## config.mk

```make
export PLATFORM = sky130hd
export DESIGN_NAME = bin_bcd_serial
export DESIGN_NICKNAME = d
export VERILOG_FILES = /design/src/rtl/bin_bcd_serial.sv
export SDC_FILE = /design/constraint.sdc
export NUM_CORES = 1
export LEC_CHECK = 0
export BUFFER_PORTS_ARGS = -buffer_cell sky130_fd_sc_hd__buf_4
export CORE_MARGIN = 3
export CORE_UTILIZATION = 33
export CTS_BUF_LIST = sky130_fd_sc_hd__clkbuf_2 sky130_fd_sc_hd__clkbuf_4 sky130_fd_sc_hd__clkbuf_8
export DETAILED_ROUTE_END_ITERATION = 12
export PLACE_DENSITY = 0.6
export REMOVE_ABC_BUFFERS = 1
export SYNTH_ARGS = -nofsm -noshare
export SYNTH_HDL_FRONTEND = slang
export SYNTH_SLANG_ARGS = --single-unit
```

## constraint.sdc

```tcl
create_clock -name clk -period 1.45 [get_ports clk]
set_input_delay 0.0725 -clock clk [delete_from_list [all_inputs] [get_ports clk]]
set_output_delay 0.0725 -clock clk [all_outputs]
set_load 0.1 [all_outputs]
```

## src/rtl/bin_bcd_serial.sv

```systemverilog
// rtl/bin_bcd_serial.sv - serial double-dabble binary to BCD converter
// One result bit per cycle; optional two's complement input with separate sign.
`timescale 1ns/1ps
module bin_bcd_serial #(
  parameter int WIDTH  = 8,
  parameter int DIGITS = 3,
  parameter int SIGNED = 0
) (
  input  logic                clk,
  input  logic                rst_n,
  input  logic                start,
  input  logic [WIDTH-1:0]    bin,
  output logic                busy,
  output logic                done,
  output logic [4*DIGITS-1:0] bcd,
  output logic                neg
);

  localparam int BW = 4 * DIGITS;
  localparam int CW = $clog2(WIDTH);

  function automatic bit digits_fit();
    longint unsigned p;
    p = 64'd1;
    for (int i = 0; i < DIGITS; i++) p = p * 64'd10;
    return p > ((64'd1 << WIDTH) - 64'd1);
  endfunction

  localparam bit FITS = digits_fit();

  generate
    if (WIDTH < 4 || WIDTH > 32 || !FITS) begin : g_bad_params
      $error("bin_bcd_serial: illegal WIDTH/DIGITS combination");
    end
  endgenerate

  typedef enum logic {IDLE, SHIFT} state_t;

  state_t          state_q, state_d;
  logic [CW-1:0]   cnt_q, cnt_d;
  logic [WIDTH-1:0] shift_q, shift_d;
  logic [BW-1:0]   scr_q, scr_d;
  logic            sign_q, sign_d;
  logic            done_q, done_d;
  logic [BW-1:0]   bcd_q, bcd_d;
  logic            neg_q, neg_d;

  logic            in_neg;
  logic [WIDTH-1:0] mag;
  logic [BW-1:0]   adj;
  logic [BW-1:0]   nxt_scr;
  logic            last;

  always_ff @(posedge clk or negedge rst_n) begin
    if (!rst_n) state_q <= IDLE;
    else        state_q <= state_d;
  end

  always_comb begin
    state_d = state_q;
    case (state_q)
      IDLE:    if (start) state_d = SHIFT;
      SHIFT:   if (last)  state_d = IDLE;
      default: state_d = IDLE;
    endcase
  end

  always_comb begin
    busy = (state_q == SHIFT);
    last = (state_q == SHIFT) && (cnt_q == CW'(WIDTH - 1));
    done = done_q;
    bcd  = bcd_q;
    neg  = neg_q;
  end

  // Negating the most negative value wraps to itself, which read unsigned is 2^(WIDTH-1).
  always_comb begin
    in_neg = (SIGNED != 0) && bin[WIDTH-1];
    mag    = in_neg ? -bin : bin;
    for (int d = 0; d < DIGITS; d++) begin
      adj[4*d +: 4] = (scr_q[4*d +: 4] >= 4'd5) ? scr_q[4*d +: 4] + 4'd3 : scr_q[4*d +: 4];
    end
    nxt_scr = BW'({adj, shift_q[WIDTH-1]});
  end

  always_comb begin
    cnt_d   = cnt_q;
    shift_d = shift_q;
    scr_d   = scr_q;
    sign_d  = sign_q;
    done_d  = 1'b0;
    bcd_d   = bcd_q;
    neg_d   = neg_q;
    if (state_q == IDLE && start) begin
      shift_d = mag;
      scr_d   = '0;
      sign_d  = in_neg;
      cnt_d   = '0;
    end else if (state_q == SHIFT) begin
      scr_d   = nxt_scr;
      shift_d = {shift_q[WIDTH-2:0], 1'b0};
      cnt_d   = last ? '0 : cnt_q + CW'(1);
      if (last) begin
        done_d = 1'b1;
        bcd_d  = nxt_scr;
        neg_d  = sign_q;
      end
    end
  end

  always_ff @(posedge clk or negedge rst_n) begin
    if (!rst_n) begin
      cnt_q   <= '0;
      shift_q <= '0;
      scr_q   <= '0;
      sign_q  <= 1'b0;
      done_q  <= 1'b0;
      bcd_q   <= '0;
      neg_q   <= 1'b0;
    end else begin
      cnt_q   <= cnt_d;
      shift_q <= shift_d;
      scr_q   <= scr_d;
      sign_q  <= sign_d;
      done_q  <= done_d;
      bcd_q   <= bcd_d;
      neg_q   <= neg_d;
    end
  end

endmodule
```

==> results of run 1 <==
## sequential cells by signal (all words and copies together) (netlist names)
name,cells
scr_q,12
cnt_q,3
done,1
busy,1
shift_q,8
bcd,12
## placed cells by master, fill, tap and decap left out, types with 3 or more instances in the layout
cell / netlist / final
a22o_1: 3 / 3
a2111o_1: 6 / 6
inv_1: 10 / 8
ha_1: 8 / 3
dfrtp_1: 37 / 37
o21ai_0: 14 / 12
nand2_1: 30 / 28
nor2_1: 6 / 5
nand3_1: 9 / 8
buf_4: 3 / 54
nand4_1: 3 / 3
nand2b_4: 0 / 3
buf_6: 0 / 6
mux2i_1: 9 / 9
clkbuf_8: 0 / 5
a21oi_1: 4 / 4
ha_2: 0 / 4
o31ai_1: 5 / 3
## per-layer routing
layer  share of wire [%]  vias up  routed length, um
li1                    -      818                  -
met1                  46      821               2130
met2                  50       21               2340
met3                 3.8        4                179
met4                0.66        0                 31
met5                   0        -                  0
## timing repair
| item | in CTS | in global routing |
|---|---|---|
| buffers inserted | 4 | 2 |
| gates resized for setup | 14 | 30 |
| endpoints found under the hold margin | 37 | 0 |
| endpoints found under the setup margin | 9 | 21 |
| hold buffers | 1 | 0 |
| pin swaps | 8 | 9 |
## worst paths after layout
check | slack [ns] | endpoint | depth (start not counted)
setup / recovery | -0.07 | bcd[1] | 6
hold / removal | 0.03 | shift_q[0] | 3
setup reg to reg | -0.07 | bcd[1] | 6
hold reg to reg | 0.48 | bcd[6] | 2
max in group asynchronous | 0.84 | scr_q[1] | 2
min in group asynchronous | 0.28 | bcd[6] | 2
## through the flow
step / hold slack, ns / setup TNS [ns] / area (um2)
after floorplan: -0.223 / -25.85 / 1850
after global placement: 0.0735 / -0.313 / 2350
after detailed placement: 0.0711 / -0.556 / 2350
after CTS: 0.0274 / -0.218 / 2570
after global routing: 0.0607 / -1.03 / 2700
final: 0.0345 / -0.316 / 2700
## final cells by class
type	count	area, um2	area share (%)
timing repair buffer	61	483	17.9
multi-input combinational	135	1030	38.0
sequential	37	926	34.3
inverter	10	41.3	1.53
tap	72	90.1	3.34
clock buffer	5	68.8	2.55
clock inverter	3	65.1	2.41
## logic make-up after synthesis
logic type / Yosys count / share of synthesized area [%]
other: 1 / 0.194
buffers and inverters: 26 / 6.09
and+or+nand+nor: 65 / 16.2
AOI/OAI and AO/OA: 51 / 19.2
muxes: 10 / 5.25
DFF: 37 / 47.9
adders and majority gates: 8 / 5.18
## tightest hold or removal path, delay by kind of cell
family	cells	cell delay, ns
buf+inv	1	0.08
mux	1	0.05
simple gates	1	0.08
## synth_stat cells (all sizes together), types with 2 or more instances
cell	n
or4	2
a31oi	3
o311ai	2
inv	10
a22o	3
o21ai	15
a21oi	4
nand4	3
ha	8
nor2	6
mux2i	9
nor2b	4
a21boi	2
nor4	2
dfrtp	37
nand2	31
nor3b	2
nor3	2
o31ai	5
a311o	2
nand3	9
o32ai	2
buf	10
nand2b	4
clkbuf	6
a2111o	6
a211oi	3
==> run metrics, run 1 <==
final setup fails 7; vias per cell 5.15; Initial Utilization between 30% and 40%; top-area cell type share of the netlist area 47.9%; worst setup margin -0.0713 ns; CP Capture Type flop; final wirelength roughly 4700 um; RSZ-0062 raised after global routing true; worst hold path type primary input to flop; Residual DRC 0; CP peak stage delay between 0.3 and 0.4 ns; kind of critical path flop to flop; yosys warns 0; Post-synth ARST share 100%; CP startpoint cnt_q[0]; Final Hold Vio Count 0; # port buffers 24; clock sink count 37; cell count after synthesis roughly 200; failing checks setup timing; initial drt markers 69; vias in the first global route 1673; Post-Syn Area about 1900 um2; placement row count 27; utilization after layout about half; post-layout min period roughly 1.5 ns; Top FF cell, synth dfrtp_1; Nets 269; Synth Register Bits 37; global-route wire length before repair 7850 um; # Max-Cap Violations 0; CTS Buf Count 5; Netlist cell types 36; wire per inst ~15 um; initial antenna violation count 0; CP Max Fanout 8; clk_skew 0.00669 ns; CP arrival 1.68 ns; sequential fraction of the synthesis area 47.9%; Crit-path slowest cell dfrtp_1; CTS Root Buffer Type clkbuf_8; hold path startpoint bin[0]; met1 GRT Util between 15 and 20%; antenna cells 0; clock latency at the later pin of the worst-skew pair slightly below 0.3 ns; Inst Count DP 309; Critical Path RT roughly 1.6 ns; Setup WS pre-CTS -0.0985 ns; critical path buffer and inverter count 1; Fmax roughly 0.66 GHz; CP Launch Type flop; Area Overhead vs Synth 39.8%; die width 82.5 um; Largest delay share family, worst path flip-flops; fraction of layout cells with a size suffix above 1 a little under two fifths; CTS Buffer Depth 2; met2 Use GR around a quarter; clock-pin slew on the worst setup and hold paths roughly 0.070 ns; I/O pins 26; largest net degree at the start of global routing 38; status complete, but fails checks; RR Startpoint cnt_q[0]; synth top area cells dfrtp_1 (48%), nand2_1 (5.8%), ha_1 (5.2%); number of flops mapped to enable cells by yosys 0; drt first pass iters 4; final std cells w/o fill between 300 and 400; fin. max-slew vios 0; Critical Path, Cell by Cell ha_2 > ha_4 > nand2_4 > clkinvlp_4 > a31oi_2 > o311ai_1; DIE AREA ~6800 um2; CTS H-tree depth 2; total gr overflow 0; FILL cells about 540; CTS tree built; Final Cycle Share 105%; die height 82.5 um; total core area between 5000 and 6000 um2; GR peak layer met2; DP Wirelength 3110 um; vias between 1500 and 2000; routing usage on met3 3.69%; gpl congestion around 0.76; cell taking the most area after synthesis dfrtp_1; total track usage approximately 15%; Post-Syn Area per Cell roughly 9.8 um2; post-route ant nets 0
Power of run 1 is left out: the tool's default activity adds up to more than one toggle a clock period on the data nets, which glitch-free logic cannot reach.
==> inputs of run 2 (changes only) <==
--- a/config.mk
+++ b/config.mk
@@ -5,12 +5,13 @@
 export SDC_FILE = /design/constraint.sdc
 export NUM_CORES = 1
 export LEC_CHECK = 0
+export ABC_AREA = 1
 export BUFFER_PORTS_ARGS = -buffer_cell sky130_fd_sc_hd__buf_4
 export CORE_MARGIN = 3
 export CORE_UTILIZATION = 33
 export CTS_BUF_LIST = sky130_fd_sc_hd__clkbuf_2 sky130_fd_sc_hd__clkbuf_4 sky130_fd_sc_hd__clkbuf_8
 export DETAILED_ROUTE_END_ITERATION = 12
-export PLACE_DENSITY = 0.6
+export PLACE_DENSITY = 0.61
 export REMOVE_ABC_BUFFERS = 1
 export SYNTH_ARGS = -nofsm -noshare
 export SYNTH_HDL_FRONTEND = slang
==> run metrics, run 2 <==
CP Max Fanout 11 (was 8); cell area after layout 2170 um2 (was 2700 um2); CP most frequent cell ha_1; CP Launch Type flop (unchanged); RSZ-0062 raised after global routing false (was true); Largest delay share family, worst path adder cells (was flip-flops); Worst Hold Path EP shift_q[1] (was shift_q[0]); initial drt markers 64 (was 69); Post-synth ARST share 100% (unchanged); top-area cell type share of the netlist area 52.5% (was 47.9%); worst hold path type primary input to flop (unchanged); Final Hold Vio Count 1 (was 0); Post-Syn Area 1760 um2 (was 1930 um2); FF-to-FF setup slack 0.11 ns (was -0.07 ns); clock sink count 37 (unchanged); # Max-Cap Violations 0 (unchanged); critical path buffer and inverter count 1 (unchanged); Top FF cell, synth dfrtp_1 (unchanged); total track usage 13.0% (was 15.1%); status complete, but fails checks (unchanged); Post-Syn Area per Cell 8.73 um2 (was 9.76 um2); # port buffers 24 (unchanged); Residual DRC 0 (unchanged); depth of the most critical reg-to-reg path 5 (was 6); cell count after synthesis 202 (was 198); final setup fails 0 (was 7); yosys warns 0 (unchanged); total core area 4940 um2 (was 5570 um2); Fmax 0.746 GHz (was 0.657 GHz); failing checks hold timing (was setup timing); Synth Register Bits 37 (unchanged); hold path startpoint bin[1] (was bin[0]); clock latency at the later pin of the worst-skew pair 0.29 ns (about the same); vias 1439 (was 1664); Reg area 926 um2 (unchanged); DIE AREA 6260 um2 (was 6810 um2); CP arrival 1.50 ns (was 1.68 ns); vias in the first global route 1391 (was 1673); cell taking the most area after synthesis dfrtp_1 (unchanged); clk_skew 0.00439 ns (was 0.00669 ns); CTS tree built (unchanged); number of flops mapped to enable cells by yosys 0 (unchanged); FILL cells 524 (was 536); fraction of layout cells with a size suffix above 1 18.8% (was 37.5%); Initial Utilization 35.7% (was 34.7%); footprint of the multi-input gates 716 um2 (was 1030 um2); final std cells w/o fill 306 (was 323); clock-pin slew on the worst setup and hold paths 0.07 ns (about the same); initial antenna violation count 0 (unchanged); gpl congestion 0.784 (was 0.764); total gr overflow 0 (unchanged); Critical Path, Cell by Cell ha_1 > ha_1 > nand2_4 > buf_4 > o21ai_0 (was ha_2 > ha_4 > nand2_4 > clkinvlp_4 > a31oi_2 > o311ai_1); most frequent cells in the layout nand2_1 (74), dfrtp_1 (37), buf_4 (31) (was buf_4 (54), dfrtp_1 (37), nand2_1 (28)); Area Overhead vs Synth 23.0% (was 39.8%); CTS Buf Count 5 (unchanged); synth top area cells dfrtp_1 (52%), nand2_1 (16%), ha_1 (5.7%) (was dfrtp_1 (48%), nand2_1 (5.8%), ha_1 (5.2%)); Final Cycle Share 92.5% (was 105%); die width 79.1 um (was 82.5 um); antenna cells 0 (unchanged); commonest non-fill, non-tap cell in the layout nand2_1 (was buf_4); drt first pass iters 4 (unchanged); top cell types by occurrence after synthesis nand2_1 (74), dfrtp_1 (37), nand3_1 (20) (was dfrtp_1 (37), nand2_1 (30), o21ai_0 (14)); CTS Buffer Depth 2 (unchanged); kind of critical path flop to flop (unchanged); placement row count 25 (was 27); Crit-path slowest cell dfrtp_1 (unchanged); RR Endpoint bcd[11] (was bcd[1]); die height 79.1 um (was 82.5 um); wire per inst 12.1 um (was 14.5 um); Inst Count DP 293 (was 309); I/O pins 26 (unchanged); final wirelength 3700 um (was 4690 um); CTS Root Buffer Type clkbuf_8 (unchanged); Netlist cell types 23 (was 36); most frequent cell after synthesis nand2_1 (was dfrtp_1); post-layout min period 1.34 ns (was 1.52 ns); CP peak stage delay 0.39 ns (about the same); hold slack -0.000840 ns (was 0.0345 ns); vias per cell 4.70 (was 5.15); placed cell area 2020 um2 (was 2350 um2); DP Wirelength 2560 um (was 3110 um); Critical Path RT 1.61 ns (about the same); sequential fraction of the synthesis area 52.5% (was 47.9%); CTS H-tree depth 2 (unchanged); RR Startpoint cnt_q[0] (unchanged); WHS Path Cells 3 (unchanged); Nets 258 (was 269); post-route ant nets 0 (unchanged); global-route wire length before repair 6310 um (was 7850 um); largest net degree at the start of global routing 38 (unchanged); fin. max-slew vios 0 (unchanged); utilization after layout 43.9% (was 48.4%); CP Capture Type flop (unchanged)
## run 2: changes by cell type in the layout (fill, tap and decap cells not counted), moves of 5 or more
cell,previous run,this run
a2111o_1,6,0
buf_4,54,31
mux2i_1,9,0
buf_6,6,0
nand3_1,8,19
nand2_1,28,74
ha_1,3,8
inv_1,8,17
## run 2: repair_timing
| action | 4_1_cts | 5_1_grt |
|---|---|---|
| resized for setup | 0 | 2 |
| endpoints found under the setup margin | 0 | 7 |
| setup buffers | 0 | 2 |
| hold buffers | 4 | 0 |
| endpoints found under the hold margin | 40 | 0 |
## run 2: logic make-up after synthesis
group	count (synthesis)	synth area share, %
simple gates	103	25.2
buf+inv	26	7.23
compound gates	27	9.15
fa+ha+maj	8	5.67
other cells	1	0.213
flops	37	52.5
## run 2: worst max path at each step
stage | startpoint | slack, ns | cells after the start | endpoint
final | cnt_q[0] | 0.11 | 5 | bcd[11]
after global routing | cnt_q[0] | 0.008 | 6 | bcd[1]
after CTS | cnt_q[0] | 0.08 | 5 | bcd[11]
after detailed placement | cnt_q[0] | 0.1 | 5 | bcd[11]
after global placement | scr_q[0] | 0.13 | 7 | scr_q[4]
after floorplan | busy | -0.53 | 4 | bcd[1]
## run 2: layer usage
layer,up-vias,GRT usage (%),share of wire [%]
li1,732,-,-
met1,672,16.5,47
met2,29,21.0,47
met3,6,3.63,4.4
met4,0,4.98,1.4
met5,-,0,0
## run 2: metrics by stage
step | setup TNS, ns | worst slack, ns
global placement | 0 | 0.132
finish | 0 | 0.109
CTS | 0 | 0.0848
floorplan | -14.08 | -0.529
detailed placement | 0 | 0.0953
global route | 0 | 0.00778
## run 2: area by class of cell
class,count,share of cell area [%]
tap,67,3.86
timing repair buffer,35,12.6
inverter,21,3.75
multi-input combinational,139,33.0
sequential,37,42.7
clock buffer,7,4.15
## run 2: worst reg2reg max path: stages, from the launching register on
cell	delay (ns)
dfrtp_1	0.39
ha_1	0.20
ha_1	0.23
nand2_4	0.13
buf_4	0.16
o21ai_0	0.09
Power of run 2 is left out for the same reason.
==> inputs of run 3 (changes only) <==
--- a/config.mk
+++ b/config.mk
@@ -7,11 +7,14 @@
 export LEC_CHECK = 0
 export ABC_AREA = 1
 export BUFFER_PORTS_ARGS = -buffer_cell sky130_fd_sc_hd__buf_4
+export CELL_PAD_IN_SITES_DETAIL_PLACEMENT = 0
+export CELL_PAD_IN_SITES_GLOBAL_PLACEMENT = 2
+export CORE_ASPECT_RATIO = 1.75
 export CORE_MARGIN = 3
-export CORE_UTILIZATION = 33
+export CORE_UTILIZATION = 32
 export CTS_BUF_LIST = sky130_fd_sc_hd__clkbuf_2 sky130_fd_sc_hd__clkbuf_4 sky130_fd_sc_hd__clkbuf_8
 export DETAILED_ROUTE_END_ITERATION = 12
-export PLACE_DENSITY = 0.61
+export PLACE_DENSITY = 0.85
 export REMOVE_ABC_BUFFERS = 1
 export SYNTH_ARGS = -nofsm -noshare
 export SYNTH_HDL_FRONTEND = slang
==> run metrics, run 3 (synthesis gave the netlist of run 2 again) <==
status completed (was complete, but fails checks); # Max-Cap Violations 0 (unchanged); largest net degree at the start of global routing 38 (unchanged); post-route ant nets 0 (unchanged); total core area 5300 um2 (was 4940 um2); vias 1438 (was 1439); worst hold path type primary input to flop (unchanged); hold slack 0.00342 ns (was -0.000840 ns); Fmax 0.730 GHz (was 0.746 GHz); clock latency at the later pin of the worst-skew pair 0.29 ns (about the same); CP arrival 1.30 ns (was 1.50 ns); antenna cells 0 (unchanged); clock-pin slew on the worst setup and hold paths 0.08 ns (was 0.07 ns); post-CTS setup buffers 0 (unchanged); final setup TNS 0 ns (unchanged); CTS H-tree depth 2 (unchanged); Final Hold Vio Count 0 (was 1); worst setup margin 0.0801 ns (was 0.109 ns); fin. max-slew vios 0 (unchanged); CP most frequent cell buf_4 (was ha_1); # port buffers 24 (unchanged); CTS Root Buffer Type clkbuf_8 (unchanged); total gr overflow 0 (unchanged); CP Max Fanout 8 (was 11); CP peak stage delay 0.54 ns (was 0.39 ns); die height 104 um (was 79.1 um); post-layout min period 1.37 ns (was 1.34 ns); placement row count 35 (was 25); final wirelength 3830 um (was 3700 um); kind of critical path flop to output pin (was flop to flop); critical path buffer and inverter count 2 (was 1); DIE AREA 6470 um2 (was 6260 um2); vias per cell 4.55 (was 4.70); vias in the first global route 1460 (was 1391); Setup WS pre-CTS 0.0974 ns (was 0.0953 ns); total track usage 12.8% (was 13.0%); global-route wire length before repair 6560 um (was 6310 um); clock sink count 37 (unchanged); CP Capture Type output pin (was flop); CTS Buf Count 5 (unchanged); I/O pins 26 (unchanged); gpl congestion 0.769 (was 0.784); initial drt markers 40 (was 64); Critical Path, Cell by Cell buf_4 > buf_4 (was ha_1 > ha_1 > nand2_4 > buf_4 > o21ai_0); commonest non-fill, non-tap cell in the layout nand2_1 (unchanged); CTS Buffer Depth 2 (unchanged); most frequent cells in the layout nand2_1 (74), dfrtp_1 (36), buf_4 (29) (was nand2_1 (74), dfrtp_1 (37), buf_4 (31)); RSZ-0062 raised after global routing false (unchanged); Crit-path slowest cell dfrtp_2 (was dfrtp_1); placed cell area 2050 um2 (was 2020 um2); cell area after layout 2260 um2 (was 2170 um2); DP Wirelength 2770 um (was 2560 um); Area Overhead vs Synth 28.0% (was 23.0%); Largest delay share family, worst path flip-flops (was adder cells); die width 62.1 um (was 79.1 um); Nets 260 (was 258); CTS tree built (unchanged); Final Cycle Share 94.5% (was 92.5%); final setup fails 0 (unchanged); Residual DRC 0 (unchanged); initial antenna violation count 0 (unchanged); CP Launch Type flop (unchanged); clk_skew 0.00644 ns (was 0.00439 ns); wire per inst 12.1 um (about the same); drt first pass iters 4 (unchanged); Initial Utilization 33.3% (was 35.7%); fraction of layout cells with a size suffix above 1 19.0% (was 18.8%); Critical Path RT 1.38 ns (was 1.61 ns)
-- run 3: worst paths after layout --
check	start	end	slack (ns)	cells past startpoint
worst max-delay path	busy	busy	0.08	2
worst min-delay path	bin[0]	shift_q[0]	0.003	3
worst max register to register	cnt_q[0]	bcd[9]	0.15	6
worst min register to register	bcd[2]	bcd[2]	0.48	2
max in group asynchronous	rst_n	busy	0.81	2
min in group asynchronous	rst_n	bcd[10]	0.28	2
-- run 3: area by class of cell --
cell class              count  area, um2
fillers                   538       3040
flip-flops and latches     37        927
multi-input cells         139        716
repair buffers             37        308
well taps                  74       92.6
inverters                  21       81.3
clock buffers               5       68.8
clock inverters             3       65.1
-- run 3: layer usage --
metal  wire (um)  global-route usage (%)  part of all wire (%)
met1        1530                    13.2                    40
met2        2130                    24.5                    56
met3          87                    2.38                   2.3
met4          84                    5.70                   2.2
met5           0                       0                     0
-- run 3: per-stage QoR --
step | utilization (%) | instances
3_5_place_dp | 38.7 | 301
2_1_floorplan | - | 197
6_report | 42.6 | 316
4_1_cts | 42.5 | 316
3_3_place_gp | 38.7 | 301
5_1_grt | 42.6 | 316
-- run 3: repair_timing --
action                     in CTS  in global routing
hold buffers                    7                  0
pin swaps                       0                  0
setup endpoints to repair       1                  6
hold endpoints to repair       43                  0
resized for setup               1                  2
-- run 3: worst min-delay path, delay by kind of cell --
| kind | cells | cell delay (ns) |
|---|---|---|
| buffers and inverters | 1 | 0.08 |
| AND/OR/NAND/NOR | 1 | 0.04 |
| AO/OA/AOI/OAI | 1 | 0.06 |
Power of run 3 is left out for the same reason.
